[src/rtl/step_counter.sv]
// step_counter: registered up/down counter with a run-time step.
//
// Holds a WIDTH-bit count that can be loaded, or moved up/down by an unsigned
// step each enabled cycle. At the boundaries it either wraps modulo 2^WIDTH
// (SATURATE = 0) or clamps at 0 / all-ones (SATURATE = 1). All outputs are
// registered; nothing passes combinationally from inputs to outputs.
//
// Parameters:
//   WIDTH      counter width in bits (>= 2)
//   SATURATE   0 = wrap, 1 = clamp at the rails
//
// Ports:
//   i_clk       clock, rising edge
//   i_rst       asynchronous active-high reset
//   i_load      load o_count from i_load_val (wins over i_en)
//   i_load_val  value to load
//   i_en        count enable
//   i_dir       0 = up (count + step), 1 = down (count - step)
//   i_step      unsigned step magnitude; 0 holds the count
//   o_count     current count
//   o_zero      high when o_count == 0
//   o_ovf       one-cycle pulse: the last update crossed a boundary
module step_counter #(
  parameter int unsigned WIDTH    = 16,
  parameter bit          SATURATE = 1'b0
) (
  input  logic             i_clk,
  input  logic             i_rst,
  input  logic             i_load,
  input  logic [WIDTH-1:0] i_load_val,
  input  logic             i_en,
  input  logic             i_dir,
  input  logic [WIDTH-1:0] i_step,
  output logic [WIDTH-1:0] o_count,
  output logic             o_zero,
  output logic             o_ovf
);

  logic [WIDTH-1:0] r_count;
  logic             r_zero;
  logic             r_ovf;

  logic [WIDTH:0]   w_sum;
  logic [WIDTH:0]   w_diff;
  logic [WIDTH-1:0] w_count_d;
  logic             w_ovf_d;

  // One extra bit holds carry (up) or borrow (down); both are plain unsigned.
  assign w_sum  = {1'b0, r_count} + {1'b0, i_step};
  assign w_diff = {1'b0, r_count} - {1'b0, i_step};

  always_comb begin
    w_count_d = r_count;
    w_ovf_d   = 1'b0;
    if (i_load) begin
      w_count_d = i_load_val;
    end else if (i_en) begin
      if (!i_dir) begin
        if (w_sum[WIDTH]) begin
          w_ovf_d   = 1'b1;
          w_count_d = SATURATE ? {WIDTH{1'b1}} : w_sum[WIDTH-1:0];
        end else begin
          w_count_d = w_sum[WIDTH-1:0];
        end
      end else begin
        if (w_diff[WIDTH]) begin
          w_ovf_d   = 1'b1;
          w_count_d = SATURATE ? {WIDTH{1'b0}} : w_diff[WIDTH-1:0];
        end else begin
          w_count_d = w_diff[WIDTH-1:0];
        end
      end
    end
  end

  always_ff @(posedge i_clk or posedge i_rst) begin
    if (i_rst) begin
      r_count <= '0;
      r_zero  <= 1'b1;
      r_ovf   <= 1'b0;
    end else begin
      r_count <= w_count_d;
      // Zero is registered from the next count so it always matches o_count.
      r_zero  <= (w_count_d == '0);
      r_ovf   <= w_ovf_d;
    end
  end

  assign o_count = r_count;
  assign o_zero  = r_zero;
  assign o_ovf   = r_ovf;

endmodule

[config.mk]
export PLATFORM = sky130hd
export DESIGN_NAME = step_counter
export DESIGN_NICKNAME = d
export VERILOG_FILES = /design/src/rtl/step_counter.sv
export SDC_FILE = /design/constraint.sdc
export NUM_CORES = 1
export LEC_CHECK = 0
export CORE_UTILIZATION = 41
export CTS_CLUSTER_DIAMETER = 120
export CTS_CLUSTER_SIZE = 16
export DETAILED_ROUTE_END_ITERATION = 16
export PLACE_DENSITY = 0.67
export SKIP_LAST_GASP = 1
export SLEW_MARGIN = 20
export SYNTH_ARGS = -nofsm -noshare
export SYNTH_HDL_FRONTEND = slang
export SYNTH_SLANG_ARGS = --single-unit
[constraint.sdc]
create_clock -name i_clk -period 5 [get_ports i_clk]
set_clock_uncertainty 0.05 [all_clocks]
set_input_delay 1.25 -clock i_clk [delete_from_list [all_inputs] [get_ports i_clk]]
set_output_delay 1.25 -clock i_clk [all_outputs]
set_load 0.01 [all_outputs]
==> impl_metrics.py <==
metrics = {
    "synthesis": {
        "synth_area_leaders": "dfrtp_1 17%, ha_1 16%, a21oi_1 6.3%",
        "ys_warn_count": 0,
        "synth_cell_types": 58,
        "postSynthAreaPerCell_sq_um": 7.60,
        "synth_edf_count": 0,
        "ys_ff_latch": 18,
        "yosys-top-cells-count": "32 x a21oi_1, 32 x ha_1, 32 x inv_1",
        "syn_area_sq_um": 2530,
        "async_reset_ff_frac": 1.00,
        "synth_flop_cell": "dfrtp_1",
        "yosysTopAreaCellShare": 0.168,
        "synth_nets": 404,
        "yosysTopAreaCell": "dfrtp_1",
        "yosysSeqAreaShare": 0.178,
        "syn_inst": 333,
    },
    "placement": {
        "gp_congestion": 0.901,
        "dp_hpwl_microns": 6040,
        "io_buffers": 54,
        "placement.cell_area_sq_um": 3120,
        "pre_cts_slack_ns": 0.487,
    },
    "worst_setup_path": {
        "arrival_ns": 4.40,
        "startpoint_type": "input port",
        "slowest_stage": "or4b_1",
        "critPathBufInv": 1,
        "cp-end-kind": "register",
        "cp_slowest_stage_delay_ns": 0.55,
        "crit_chain": "clkdlybuf4s50_1, ha_1, fa_1, nor2b_1, o211ai_1, a21oi_1, or4b_1, nand2_1, xnor2_1, nor2_1, o32a_1, nor4_2",
        "cp_top_family": "simple AND/OR/NAND/NOR gates",
        "required_ns": 5.11,
        "critPathKind": "in -> reg",
        "critPathMaxFanout": 3,
    },
    "clocking": {
        "cts_resized": 0,
        "cts_tree": "done",
        "worstSkewPairLatency_ns": 0.25,
        "h-tree-depth": 1,
        "hold_buffers": 0,
        "cts_setup_buffers": 0,
        "cts_sinks": 18,
        "path_clk_slew_ns": 0.06,
        "cts-buffers-inserted": 3,
        "cts_buffer_depth": 2,
        "clock-root-buffer": "clkbuf_8",
    },
    "final_layout": {
        "fin_nets": 449,
        "fillCellCount": 599,
        "syn_to_final_growth_pct": 25.0,
        "register_area_sq_um": 452,
        "fin_area_sq_um": 3160,
        "diodes": 0,
        "drive_gt1_frac": 0.0504,
        "multi_input_area_sq_um": 1880,
    },
    "hold_path": {
        "hp-class": "reg -> reg",
    },
    "timing": {
        "max_slew_margin": 0.570,
        "max_freq_mhz": 233,
        "worst_pin_slew_ns": 0.644,
        "setup_viol": 0,
        "rsz0062_at_grt": "false",
        "fin_crit_ns": 4.29,
        "hold_slack_ns": 0.601,
        "worst_slack_ns": 0.706,
        "setup-tns-final_ns": 0,
        "hold_viol": 0,
        "period_share": 0.859,
        "finalMaxSlewViolations": 0,
    },
    "run_status": {
        "status": "finished, final reports clean",
    },
    "grt": {
        "grt_pass1_wl_microns": 11900,
        "grt.total_usage": 0.238,
        "gr-total-overflow": 0,
        "grt_max_degree": 25,
        "antenna_found_initial": 0,
        "grt_pass1_vias": 2413,
    },
    "floorplan": {
        "floorplan.initialDensity": 0.425,
        "dieArea_sq_um": 6490,
        "die_width_microns": 80.6,
        "pin_count": 55,
        "rows": 28,
        "coreArea_sq_um": 5960,
        "dieHeight_microns": 80.6,
    },
    "power_and_ir_drop": {
        "power.density_nw_per_um2": 265,
        "ir_drop_v": 0.000176,
        "leakage_nw": 1.36,
    },
    "detailed_routing": {
        "via_count": 2722,
        "drc": 0,
        "drt-pass1-iter-count": 7,
        "detail-route-antenna-nets": 0,
        "avgViaCountPerCell": 6.02,
        "drt_iter0_drc": 232,
        "drt_wl_total_microns": 7490,
        "routedWlPerCell_microns": 16.6,
    },
    "flow_run": {
        "cap_violations": 0,
    },
}
==> final timing paths <==
| kind | startpoint | end | slack (ns) | cells after the start |
|---|---|---|---|---|
| min | o_count[15] | o_count[15] | 0.60 | 2 |
| min in group asynchronous | i_rst | o_count[5] | 1.34 | 2 |
| max in group asynchronous | i_rst | o_ovf | 3.15 | 2 |
| max reg2reg | o_count[0] | o_zero | 1.74 | 11 |
| min reg2reg | o_count[15] | o_count[15] | 0.60 | 2 |
| max | i_step[0] | o_zero | 0.71 | 12 |
==> sequential cells by signal, indices dropped and copies added (netlist names) <==
name and cells:
o_count 16, o_zero 1, o_ovf 1
==> layout by cell type, fill, tap and decap left out, types with 7 or more instances in the layout <==
cell type	n
xnor2_1	8
nor3_1	12
a21o_1	7
nand3_1	8
clkdlybuf4s50_1	54
nor2_1	28
o21ai_0	16
inv_1	32
ha_1	32
nand2_1	24
dfrtp_1	17
a21oi_1	32
==> routing by layer <==
layer | wire length [microns] | track usage | vias up
met5 | 0 | 0 | -
met4 | 75 | 0.0464 | 0
met3 | 407 | 0.0125 | 8
met2 | 3310 | 0.355 | 87
met1 | 3700 | 0.372 | 1309
li1 | - | - | 1318
==> power breakdown <==
part | internal [mW] | switching [mW]
clock | 0.0564 | 0.0420
combinational | 0.234 | 0.304
sequential | 0.168 | 0.0339
total | 0.459 | 0.380
==> kinds of logic (layout without fill, tap and decap cells) <==
logic type / count (synthesis) / count (layout) / synth area share
AO/OA/AOI/OAI: 113 / 113 / 0.315
AND/OR/NAND/NOR: 104 / 104 / 0.208
buffers and inverters: 51 / 95 / 0.0781
adder cells (fa/ha/maj): 34 / 34 / 0.174
flip-flops: 18 / 18 / 0.178
XOR/XNOR: 8 / 8 / 0.0277
multiplexers: 5 / 5 / 0.0198
==> cell type report <==
type | instances | area share
multi-input cells | 264 | 0.595
repair buffers | 57 | 0.178
flip-flops and latches | 18 | 0.143
inverters | 34 | 0.0403
well taps | 75 | 0.0297
clock buffers | 4 | 0.0142
==> per-stage QoR <==
step / power [mW] / std cells / util
finish: 0.838 / 452 / 0.531
global route: 0.899 / 452 / 0.531
CTS: 0.831 / 452 / 0.531
detailed placement: 0.730 / 448 / 0.524
global placement: 0.728 / 448 / 0.524
floorplan: 0.553 / 333 / -
==> worst reg2reg max path: stages, from the launching register on <==
cell,delay [ns]
dfrtp_1,0.41
ha_1,0.22
fa_1,0.40
nor2b_1,0.16
o211ai_1,0.28
a21oi_1,0.18
or4b_1,0.55
nand2_1,0.10
xnor2_1,0.12
nor2_1,0.06
o32a_1,0.38
nor4_2,0.27
Note: power is estimated with default switching activity, not from simulation.
